--- config.mk ---
export PLATFORM = sky130hd
export DESIGN_NAME = ips2l_pcie_dma_tx_arb
export DESIGN_NICKNAME = d
export VERILOG_FILES = /design/src/rtl/ips2l_pcie_dma_tx_arb.sv
export SDC_FILE = /design/constraint.sdc
export NUM_CORES = 1
export LEC_CHECK = 0
export CAP_MARGIN = 20
export CORE_AREA = 3 3 225 227
export CTS_CLUSTER_SIZE = 20
export DETAILED_ROUTE_END_ITERATION = 16
export DIE_AREA = 0 0 228 230
export PLACE_DENSITY = 0.71
export SETUP_SLACK_MARGIN = 0.2
export SYNTH_ARGS = -nofsm -noshare
export SYNTH_HDL_FRONTEND = slang
export SYNTH_SLANG_ARGS = --single-unit
--- constraint.sdc ---
create_clock -name clk -period 13 [get_ports clk]
set_input_delay 1.95 -clock clk [delete_from_list [all_inputs] [get_ports clk]]
set_output_delay 1.95 -clock clk [all_outputs]
set_load 0.03 [all_outputs]
--- src/rtl/ips2l_pcie_dma_tx_arb.sv ---
// Packet-level round-robin arbiter merging CplD/MRd/MWr TX streams into the PCIe core
// AXI-Stream port, with a 2-entry output skid buffer and per-source TLP counters.

module ips2l_pcie_dma_tx_arb_cnt #(
  parameter int CNT_WIDTH = 16
) (
  input  logic                 clk,
  input  logic                 rst,
  input  logic                 clr,
  input  logic                 inc,
  output logic [CNT_WIDTH-1:0] cnt
);
  // Clear beats a coincident increment.
  always_ff @(posedge clk or posedge rst) begin
    if (rst)      cnt <= '0;
    else if (clr) cnt <= '0;
    else if (inc) cnt <= cnt + 1'b1;
  end
endmodule

module ips2l_pcie_dma_tx_arb #(
  parameter int DATA_WIDTH = 128,
  parameter int CNT_WIDTH  = 16
) (
  input  logic                  clk,
  input  logic                  rst,
  input  logic                  i_axis_slave0_tvld,
  input  logic [DATA_WIDTH-1:0] i_axis_slave0_tdata,
  input  logic                  i_axis_slave0_tlast,
  input  logic                  i_axis_slave0_tuser,
  output logic                  o_axis_slave0_trdy,
  input  logic                  i_axis_slave1_tvld,
  input  logic [DATA_WIDTH-1:0] i_axis_slave1_tdata,
  input  logic                  i_axis_slave1_tlast,
  input  logic                  i_axis_slave1_tuser,
  output logic                  o_axis_slave1_trdy,
  input  logic                  i_axis_slave2_tvld,
  input  logic [DATA_WIDTH-1:0] i_axis_slave2_tdata,
  input  logic                  i_axis_slave2_tlast,
  input  logic                  i_axis_slave2_tuser,
  output logic                  o_axis_slave2_trdy,
  output logic                  o_axis_master_tvld,
  output logic [DATA_WIDTH-1:0] o_axis_master_tdata,
  output logic                  o_axis_master_tlast,
  output logic                  o_axis_master_tuser,
  input  logic                  i_axis_master_trdy,
  input  logic                  i_tx_restart,
  output logic [1:0]            o_grant,
  output logic                  o_busy,
  output logic [CNT_WIDTH-1:0]  o_tlp_cnt0,
  output logic [CNT_WIDTH-1:0]  o_tlp_cnt1,
  output logic [CNT_WIDTH-1:0]  o_tlp_cnt2
);
  localparam int NUM_SRC = 3;
  localparam int EW      = DATA_WIDTH + 2;

  typedef enum logic {IDLE, BUSY} state_t;

  logic [NUM_SRC-1:0]                 src_vld, src_last, src_user, src_trdy;
  logic [NUM_SRC-1:0][DATA_WIDTH-1:0] src_data;
  logic [NUM_SRC-1:0][CNT_WIDTH-1:0]  tlp_cnt;

  assign src_vld  = {i_axis_slave2_tvld,  i_axis_slave1_tvld,  i_axis_slave0_tvld};
  assign src_last = {i_axis_slave2_tlast, i_axis_slave1_tlast, i_axis_slave0_tlast};
  assign src_user = {i_axis_slave2_tuser, i_axis_slave1_tuser, i_axis_slave0_tuser};
  assign src_data = {i_axis_slave2_tdata, i_axis_slave1_tdata, i_axis_slave0_tdata};

  state_t     state_q, state_d;
  logic [1:0] grant_q, grant_d, last_q, last_d;
  logic [1:0] rr_idx, winner;
  logic       found;
  logic       room_q, accept, tlp_done, push, pop;

  assign o_busy   = (state_q == BUSY);
  assign o_grant  = grant_q;
  assign accept   = o_busy && room_q && src_vld[grant_q];
  assign tlp_done = accept && src_last[grant_q];

  always_comb begin
    for (int n = 0; n < NUM_SRC; n++)
      src_trdy[n] = o_busy && room_q && (grant_q == 2'(n));
  end

  assign o_axis_slave0_trdy = src_trdy[0];
  assign o_axis_slave1_trdy = src_trdy[1];
  assign o_axis_slave2_trdy = src_trdy[2];

  // Round-robin search starting one past the previous owner.
  always_comb begin
    rr_idx = (last_q == 2'd2) ? 2'd0 : last_q + 2'd1;
    winner = rr_idx;
    found  = 1'b0;
    for (int k = 0; k < NUM_SRC; k++) begin
      if (!found && src_vld[rr_idx]) begin
        winner = rr_idx;
        found  = 1'b1;
      end
      rr_idx = (rr_idx == 2'd2) ? 2'd0 : rr_idx + 2'd1;
    end
  end

  always_comb begin
    state_d = state_q;
    grant_d = grant_q;
    last_d  = last_q;
    case (state_q)
      IDLE: if (|src_vld) begin
        state_d = BUSY;
        grant_d = winner;
        last_d  = winner;
      end
      BUSY: if (tlp_done) state_d = IDLE;
      default: state_d = IDLE;
    endcase
  end

  always_ff @(posedge clk or posedge rst) begin
    if (rst) begin
      state_q <= IDLE;
      grant_q <= 2'd0;
      last_q  <= 2'd2;
    end else begin
      state_q <= state_d;
      grant_q <= grant_d;
      last_q  <= last_d;
    end
  end

  // Skid buffer: {tlast, tuser, tdata}; room is registered from next occupancy
  logic [EW-1:0] mem [2];
  logic          wr_ptr, rd_ptr;
  logic [1:0]    cnt_q, cnt_d;
  logic [EW-1:0] head;

  assign push = accept;
  assign pop  = o_axis_master_tvld && i_axis_master_trdy;
  assign cnt_d = cnt_q + {1'b0, push} - {1'b0, pop};
  assign head  = mem[rd_ptr];

  assign o_axis_master_tvld  = (cnt_q != 2'd0);
  assign o_axis_master_tdata = o_axis_master_tvld ? head[DATA_WIDTH-1:0] : '0;
  assign o_axis_master_tuser = o_axis_master_tvld && head[DATA_WIDTH];
  assign o_axis_master_tlast = o_axis_master_tvld && head[DATA_WIDTH+1];

  always_ff @(posedge clk or posedge rst) begin
    if (rst) begin
      cnt_q  <= 2'd0;
      wr_ptr <= 1'b0;
      rd_ptr <= 1'b0;
      room_q <= 1'b1;
    end else begin
      assert (!(push && !pop && cnt_q == 2'd2));
      cnt_q  <= cnt_d;
      room_q <= (cnt_d != 2'd2);
      if (push) wr_ptr <= ~wr_ptr;
      if (pop)  rd_ptr <= ~rd_ptr;
    end
  end

  always_ff @(posedge clk) begin
    if (push) mem[wr_ptr] <= {src_last[grant_q], src_user[grant_q], src_data[grant_q]};
  end

  for (genvar n = 0; n < NUM_SRC; n++) begin : g_cnt
    ips2l_pcie_dma_tx_arb_cnt #(.CNT_WIDTH(CNT_WIDTH)) u_cnt (
      .clk (clk),
      .rst (rst),
      .clr (i_tx_restart),
      .inc (tlp_done && (grant_q == 2'(n))),
      .cnt (tlp_cnt[n])
    );
  end

  assign o_tlp_cnt0 = tlp_cnt[0];
  assign o_tlp_cnt1 = tlp_cnt[1];
  assign o_tlp_cnt2 = tlp_cnt[2];

endmodule

### Yosys cells after proc, flatten, opt, wreduce, memory -nomap -nowiden

Memory sizes are Yosys's and may differ from the RTL's.
Cells that the tools add are included.

* equality and inequality tests: 6
* add/sub/neg operators: 8
* shifts and indexed selects: 0
* bitwise operators: 3
* $lt $le $gt $ge: 4
* mux-type cells: 33
* reductions and logical operators: 23
* multipliers: 0
* div/mod/pow operators: 0

Operators with widths (number)
* binary-select mux 128 bit (select 2 bit): 1
* two-way mux 128 bit: 2
* two-way mux 16 bit: 6
* adder 16 x 1 -> 16 bit, second input constant: 3
* logical AND 1 bit: 14
* binary-select mux 1 bit (select 2 bit): 6
* less-than comparator 2 x 3 -> 1 bit, second input constant: 4
* two-way mux 1 bit: 12
* two-way mux 2 bit: 5
* == test 2 bit, second input constant: 4
* nonzero test 2 bit: 4
* adder 2 x 1 -> 2 bit, second input constant: 3
* NOT 1 bit: 3
* OR reduction 3 bit: 1
* adder 2 x 1 -> 2 bit: 1
* == test 2 x 1 -> 1 bit, second input constant: 1
* logical NOT 1 bit: 2
* logical NOT 2 bit: 1
* != test 2 bit, second input constant: 1
* one-hot mux 1 bit (2 select lines): 1
* AND reduction 2 bit: 1
* subtractor 2 x 1 -> 2 bit: 1

* memories: 1
* latch bits: 0
* logic and storage cells: 88
* memory bits (read-only): 0
* memory bits (writable): 260
* output and inout port bits: 185
* bits of input ports: 397
* flip-flop bits (word level): 58

Memories
* mem: words 2, bits a word 130, rd ports 1, clocked after memory_dff 0, wr ports 1, RTL line 130 `logic [EW-1:0] mem [2];`

### Logic depth before layout (Yosys ltp)

* word-level depth: 11
* depth in mapped cells: 7
* gate-level depth less buffers: 7

### By module

A second synthesis with hierarchy kept.

* cells, all modules: 1285
* area total of the unflattened synthesis: 15454.8 µm²

Modules (own cells, without submodules)
* ips2l_pcie_dma_tx_arb: sequential area each 8035.2 µm², area an instance 13030.0 µm², cells an instance 1039, times used 1
* ips2l_pcie_dma_tx_arb_cnt: sequential area each 400.4 µm², area an instance 808.3 µm², cells an instance 82, times used 3

### Worst setup path after synthesis

OpenSTA, ideal clock, no wires.

* kind: in2reg
* from: in i_axis_slave2_tvld
* to: mem mem[0][0] (netlist bit), enable pin
* stages on the path: 5
* data required time: 12.379 ns
* buffers on the path: 2
* arrival: 8.053 ns
* slack: 4.326 ns
* path through: mux2i_1 -> o22a_1 -> clkbuf_1 -> clkbuf_1 -> nor2_1

* cells in the longest elaborated chain, start to end: 5

Ends and longest elaborated chain
* from (decl): RTL line 37 `input logic i_axis_slave2_tvld,`
* binary-select mux 1 bit (select 2 bit): RTL line 76 `assign accept = o_busy && room_q && src_vld[grant_q];`
* two-way mux 1 bit (implied by the code): RTL line 76
* logical AND 1 bit: RTL line 76
* two-way mux 1 bit: RTL line 161 `if (push) mem[wr_ptr] <= {src_last[grant_q], src_user[grant_q], src_data[grant_q]};`
* two-way mux 1 bit (implied by the code): RTL line 161
* to (decl): RTL line 130

Every way passes these cells. The select of a mux whose other input is x is not followed.

### Final worst setup path

* from: reg rd_ptr
* to: out o_axis_master_tdata[127]

* cells in the longest elaborated chain, start to end: 2

Ends and longest elaborated chain
* from (decl): RTL line 131 `logic wr_ptr, rd_ptr;`
* from (signal assigned): RTL line 156 `if (pop) rd_ptr <= ~rd_ptr;`
* memory (2 x 130 bit)
* two-way mux 128 bit: RTL line 141 `assign o_axis_master_tdata = o_axis_master_tvld ? head[DATA_WIDTH-1:0] : '0;`
* to (decl): RTL line 43 `output logic [DATA_WIDTH-1:0] o_axis_master_tdata,`

Every way passes these cells.

==> out/metrics.csv <==
stage;metric;value;unit
status;outcome;finished, final reports clean;
sta;Max Clock Skew;0.0167;ns
sta;RSZ-0062 raised after global routing;false;
floorplanning;Rows;81;
global_routing;vias in the first global route;12408;
sta;max-slew violations;0;
yosys;number of synthesized flops with an enable pin;260;
clock_tree;cts hold-fix bufs;0;
clock_tree;CTS Buffer Depth;3;
floorplanning;Total Die Area;52400;µm²
clock_tree;H-tree lvl count;2;
yosys;Synth top area share;50.8;%
worst_setup_path;critical path class;flop to output pin;
detailed_routing;drt first-iter violations;754;
floorplanning;die span in x;228;µm
placed_design;DP Cell Count;2476;
finish;# fillers;4470;
finish;area growth from synthesis to layout;49.0;%
placed_design;port bufs;581;
worst_setup_path;Max FO, Critical Path;59;
clock_tree;Worst-path clk slew;0.06;ns
finish;area of the multi-input gates;5770;µm²
worst_hold_path;Hold WC Path Type;flop to flop;
clock_tree;CTS tree;done;
detailed_routing;first-pass iteration count of the detailed router;4;
worst_setup_path;Critical Path RT;11.05;ns
job;Max Cap Violations;0;
power;Cell Pwr Density;236;nW/µm²
global_routing;Total GRT Usage;17.6;%
detailed_routing;Routed WL;48100;µm
clock_tree;CTS Buf Count;37;
finish;Antenna Cells;0;
detailed_routing;WL/cell;18.9;µm
floorplanning;Initial Utilization;31.5;%
sta;Setup-failing EPs final;0;
finish;Non-Filler Instances;2539;
detailed_routing;DR vias;12243;
detailed_routing;Via density;4.82;
global_routing;grt ovf;0;
worst_setup_path;crit path launch;rd_ptr;
detailed_routing;Post-DRT Antenna Nets;0;
yosys;Synth Cell Area;15400;µm²
clock_tree;clk root buf;clkbuf_16;
floorplanning;IO Pins;582;
yosys;Synth area leaders;edfxtp_1 (51%), mux2i_1 (17%), dfrtp_1 (8.9%);
worst_setup_path;Reg2Reg Launch Point;o_grant[0];
worst_setup_path;crit path DAT;3.21;ns
yosys;Seq/Total Area, Yosys;60.1;%
yosys;Synth Register Bits;317;
yosys;Syn Inst Count;1303;
power;P_leak;8.52;nW
yosys;syn_nets;1704;
finish;layout cells sized above 1;4.48;%
global_routing;global-route wire length before repair;72800;µm
sta;min cycle time layout;5.16;ns
floorplanning;core area;48800;µm²
sta;final-report hold violation count;0;
worst_setup_path;element type at the critical path end;output pin;
placed_design;RePlAce Congestion;1.01;
yosys;Synth Flop Type;edfxtp_1;
yosys;most frequent cell after synthesis;mux2i_1;
finish;register area;9250;µm²
placed_design;detailed placer's ending HPWL;34900;µm
sta;final setup TNS;0;ns
sta;Slew headroom;28.7;%
yosys;Post-synth ARST share;18.0;%
power;Final Power;0.00542;W
finish;fin nets;2252;
clock_tree;clock insertion delay at the later pin of the skew report;0.53;ns
clock_tree;CTS Sinks;317;
clock_tree;Post-CTS Setup Inserts;0;
yosys;synth unique cells;37;
yosys;area leader, netlist;edfxtp_1;
yosys;yosys warns;0;
floorplanning;DIE HEIGHT;230;µm
global_routing;initial antenna violation count;1;
sta;FMAX;194;MHz
power;Peak VDD IR;0.150;mV
worst_setup_path;Setup crit start kind;flop;
global_routing;largest net degree at the start of global routing;80;
sta;WHS;0.533;ns
yosys;Synth top cells by count;mux2i_1 (262), edfxtp_1 (260), nor2_1 (159);
sta;Worst Tran Pin Value;1.07;ns
detailed_routing;DRC;0;
worst_hold_path;Worst Hold Launch;last_q[1];
clock_tree;post-CTS sizing;0;
yosys;average size of a mapped cell;11.8;µm²
sta;Final Cycle Share;39.7;%
-- flip-flops by register name (all words and copies together), names as in the netlist --
name	cells
o_busy	1
o_grant	2
rd_ptr	1
room_q	1
g_cnt.u_cnt.cnt	48
mem	260
cnt_q	2
last_q	1
wr_ptr	1
-- worst max-delay path: stages (launching register included) --
cell             delay [ns]
dfrtp_4                0.65
buf_4                  0.83
mux2i_1                0.18
nor2_1                 0.13
clkdlybuf4s50_1        0.77
-- area by class of cell --
type                    count  area share, %
clock buffers              50           4.48
clock inverters            13          0.355
inverters                  10          0.164
multi-input cells         889           25.2
flip-flops and latches    317           40.3
well taps                 664           3.62
repair buffers            596           25.9
-- routing by layer --
metal  up-vias  global-route usage [%]  share of wire, %  wire [µm]
met4         0                    5.23               2.3       1120
met3        65                    4.70               6.8       3260
met5         -                       0                 0          0
met2       408                    30.8                51      24400
li1       5869                       -                 -          -
met1      5901                    21.2                40      19200
-- cells by family (layout without fill, tap and decap cells) --
logic type                 Yosys count  count (layout)  share of synthesized area (%)
muxes                              267             267                           17.4
xor gates and xnor gates            17              17                          0.968
AOI/OAI and AO/OA                  200             200                           6.92
buffers and inverters               97             669                           2.59
and+or+nand+nor                    401             401                           11.7
adders and majority gates            4               4                          0.325
DFF                                317             317                           60.1
-- cell usage in the layout, fill, tap and decap left out, drive strengths merged, types with 8 or more instances in the layout --
| cell type | instances |
|---|---|
| clkdlybuf4s50 | 581 |
| a21oi | 33 |
| edfxtp | 260 |
| inv | 13 |
| dfrtp | 55 |
| buf | 15 |
| or3 | 8 |
| nand4 | 12 |
| nor2b | 8 |
| nand2 | 144 |
| xor2 | 8 |
| clkbuf | 50 |
| nor2 | 159 |
| o31ai | 21 |
| mux2i | 262 |
| or4 | 21 |
| nand3 | 17 |
| o21ai | 141 |
| xnor2 | 9 |
-- where the power goes --
| part | switching [W] | internal [W] |
|---|---|---|
| logic | 0.00171 | 0.00102 |
| registers | 0.000137 | 0.00160 |
| clock network | 0.000401 | 0.000554 |
-- worst paths after layout --
check | endpoint | slack [ns] | depth (start not counted)
max in group asynchronous | o_grant[1] | 10.49 | 3
worst min register to register | last_q[1] | 0.53 | 2
worst max-delay path | o_axis_master_tdata[127] | 7.84 | 4
worst min-delay path | last_q[1] | 0.53 | 2
worst max register to register | mem[1][11] | 9.25 | 4
min in group asynchronous | g_cnt[1].u_cnt.cnt[5] | 1.94 | 3
-- through the flow --
stage / cell area (µm²) / util [%] / worst slack (ns)
6_report: 22900 / 46.9 / 7.84
3_5_place_dp: 21800 / 44.7 / 7.53
5_1_grt: 22900 / 46.9 / 7.66
2_1_floorplan: 15400 / - / 4.33
4_1_cts: 22900 / 46.9 / 7.74
3_3_place_gp: 21800 / 44.7 / 7.58
(Power assumes the default switching activity.)
==> RTL edit, RTL diff (same flow settings) <==
`DATA_WIDTH`: 128 -> 64.
--- a/src/rtl/ips2l_pcie_dma_tx_arb.sv
+++ b/src/rtl/ips2l_pcie_dma_tx_arb.sv
@@ -19,7 +19,7 @@
 endmodule
 
 module ips2l_pcie_dma_tx_arb #(
-  parameter int DATA_WIDTH = 128,
+  parameter int DATA_WIDTH = 64,
   parameter int CNT_WIDTH  = 16
 ) (
   input  logic                  clk,
Ports: changed (resized i_axis_slave0_tdata, i_axis_slave1_tdata, i_axis_slave2_tdata and o_axis_master_tdata); port bits go from 582 to 326. The function was not compared with the original's and may differ.
==> RTL edit against the original RTL <==
Global-route usage down 6.8 points; worst setup slack better by 0.29 ns; combinational power fell by 48%; cell count fell by 29%; power fell by 46%; sequential cell count shrank 128; wire length down 41%; design area decreased by 40%; synthesized area down 39%; count of clock-buffer cells in the layout decreased by 32.
==> RTL edit: results (changes against the original RTL) <==
status:
  status: "complete, no violations"  # unchanged
logic_synthesis:
  muxShareOfSynthArea: 0.1465  # was 0.1742
  synthAdderAreaFrac: 0.005376  # was 0.003254
  ys_seq_area_frac: 0.5793  # was 0.6005
  synth.top_cells.by_count: "mux2i_1, edfxtp_1, nor2_1"  # unchanged
  synth_edf_count: 132  # was 260
  ys_async_sr_fraction: 0.3016  # was 0.1798
  synth_area_leaders: "edfxtp_1, dfrtp_1, mux2i_1"  # was edfxtp_1, mux2i_1, dfrtp_1
  synth_nets: 1029  # was 1,704
  synthXorXnorAreaFrac: 0.02352  # was 0.009680
  synth-compound-area-share: 0.07231  # was 0.06923
  yosysUniqueCellTypes: 46  # was 37
  syn_area_per_cell_um2: 11.35  # was 11.80 um2
finish:
  nFillCells: 5106  # was 4,470
  area_growth_pct: 48.19  # was 49.04%
  largestRegisters: "mem x132, g_cnt.u_cnt.cnt x48"  # was mem x260, g_cnt.u_cnt.cnt x48
  finalNetCount: 1329  # was 2,252
  drive_above_1_share: 0.04943  # was 0.04480
route:
  wl_um: 28560  # was 48,060 um
  num_vias: 7440  # was 12,240
  drt-initial-drc-count: 364  # was 754
  detail_route.first_pass.iterations: 5  # was 4
  routedWlPerCell_um: 15.88  # was 18.93 um
placement:
  gp_congestion: 0.9221  # was 1.006
  hpwlAfterDp_um: 20310  # was 34,910 um
  placed_area_um2: 13270  # was 21,820 um2
  io_buffers: 325  # was 581
  pre_cts_ws_ns: 8.552  # was 7.526 ns
global_routing:
  grt_first_pass_wirelength_um: 44030  # was 72,840 um
  antenna_found_initial: 3  # was 1
  grt_max_degree: 67  # was 80
  grt_pass1_vias: 7760  # was 12,410
  grtUsageTotal: 0.1082  # was 0.1758
clocking:
  ctsHtreeMaxLevel: 4  # was 2
  cts_buffer_depth: 2  # was 3
  clk-insertion-delay-late_ns: 0.45  # was 0.53 ns
  cts_buffers: 17  # was 37
power:
  ir_drop_mv: 0.1153  # was 0.1502 mV
  p_leak_uw: 0.005022  # was 0.008519 uW
worst_setup_path:
  arrival_ns: 2.91  # was 3.21 ns
  cp_slowest_cell: "clkdlybuf4s50_1"  # was buf_4
  cp_slowest_stage_delay_ns: 0.71  # was 0.83 ns
  crit_path_max_fanout: 44  # was 59
min_path:
  hold_class: "flip-flop to flip-flop"  # unchanged
timing:
  fin_skew_ns: 0.009780  # was 0.01673 ns
  slew_headroom: 0.3467  # was 0.2867
[RTL edit: power by group]
part | switching (uW) | internal (uW) | total, uW
combinational | 883 | 549 | 1430
sequential | 95.5 | 906 | 1000
clock | 233 | 243 | 477
[RTL edit: final timing paths]
kind / start / endpoint / slack (ns) / depth (start not counted)
max: rd_ptr$_DFFE_PP0P_ / o_axis_master_tlast / 8.14 / 4
min: g_cnt[1].u_cnt.cnt[15]$_DFFE_PP0P_ / g_cnt[1].u_cnt.cnt[15]$_DFFE_PP0P_ / 0.56 / 2
max reg2reg: o_grant[0]$_DFFE_PP0P_ / mem[1][5]$_DFFE_PP_ / 9.80 / 6
min reg2reg: g_cnt[1].u_cnt.cnt[15]$_DFFE_PP0P_ / g_cnt[1].u_cnt.cnt[15]$_DFFE_PP0P_ / 0.56 / 2
max in group asynchronous: rst / rd_ptr$_DFFE_PP0P_ / 10.36 / 3
min in group asynchronous: rst / g_cnt[2].u_cnt.cnt[6]$_DFFE_PP0P_ / 2.05 / 3
[RTL edit: final cells by class]
| class | instances | area share |
|---|---|---|
| clock buffer | 18 | 0.03111 |
| timing repair buffer | 334 | 0.2407 |
| sequential | 189 | 0.3916 |
| multi-input combinational | 565 | 0.2656 |
| clock inverter | 14 | 0.007075 |
| inverter | 13 | 0.003537 |
| antenna | 1 | 0.0001814 |
| tap | 664 | 0.06023 |
[RTL edit: layer usage]
layer	wire length [um]	GRT usage
met1	12140	0.1284
met2	13830	0.1843
met3	2207	0.03828
met4	361	0.03197
met5	23	0
[RTL edit: worst reg2reg max path: stages (launching register included)]
cell	delay, ns
dfrtp_2	0.53
buf_4	0.62
nand4b_4	0.24
inv_1	0.19
a22oi_1	0.27
nor2_4	0.15
buf_4	0.67
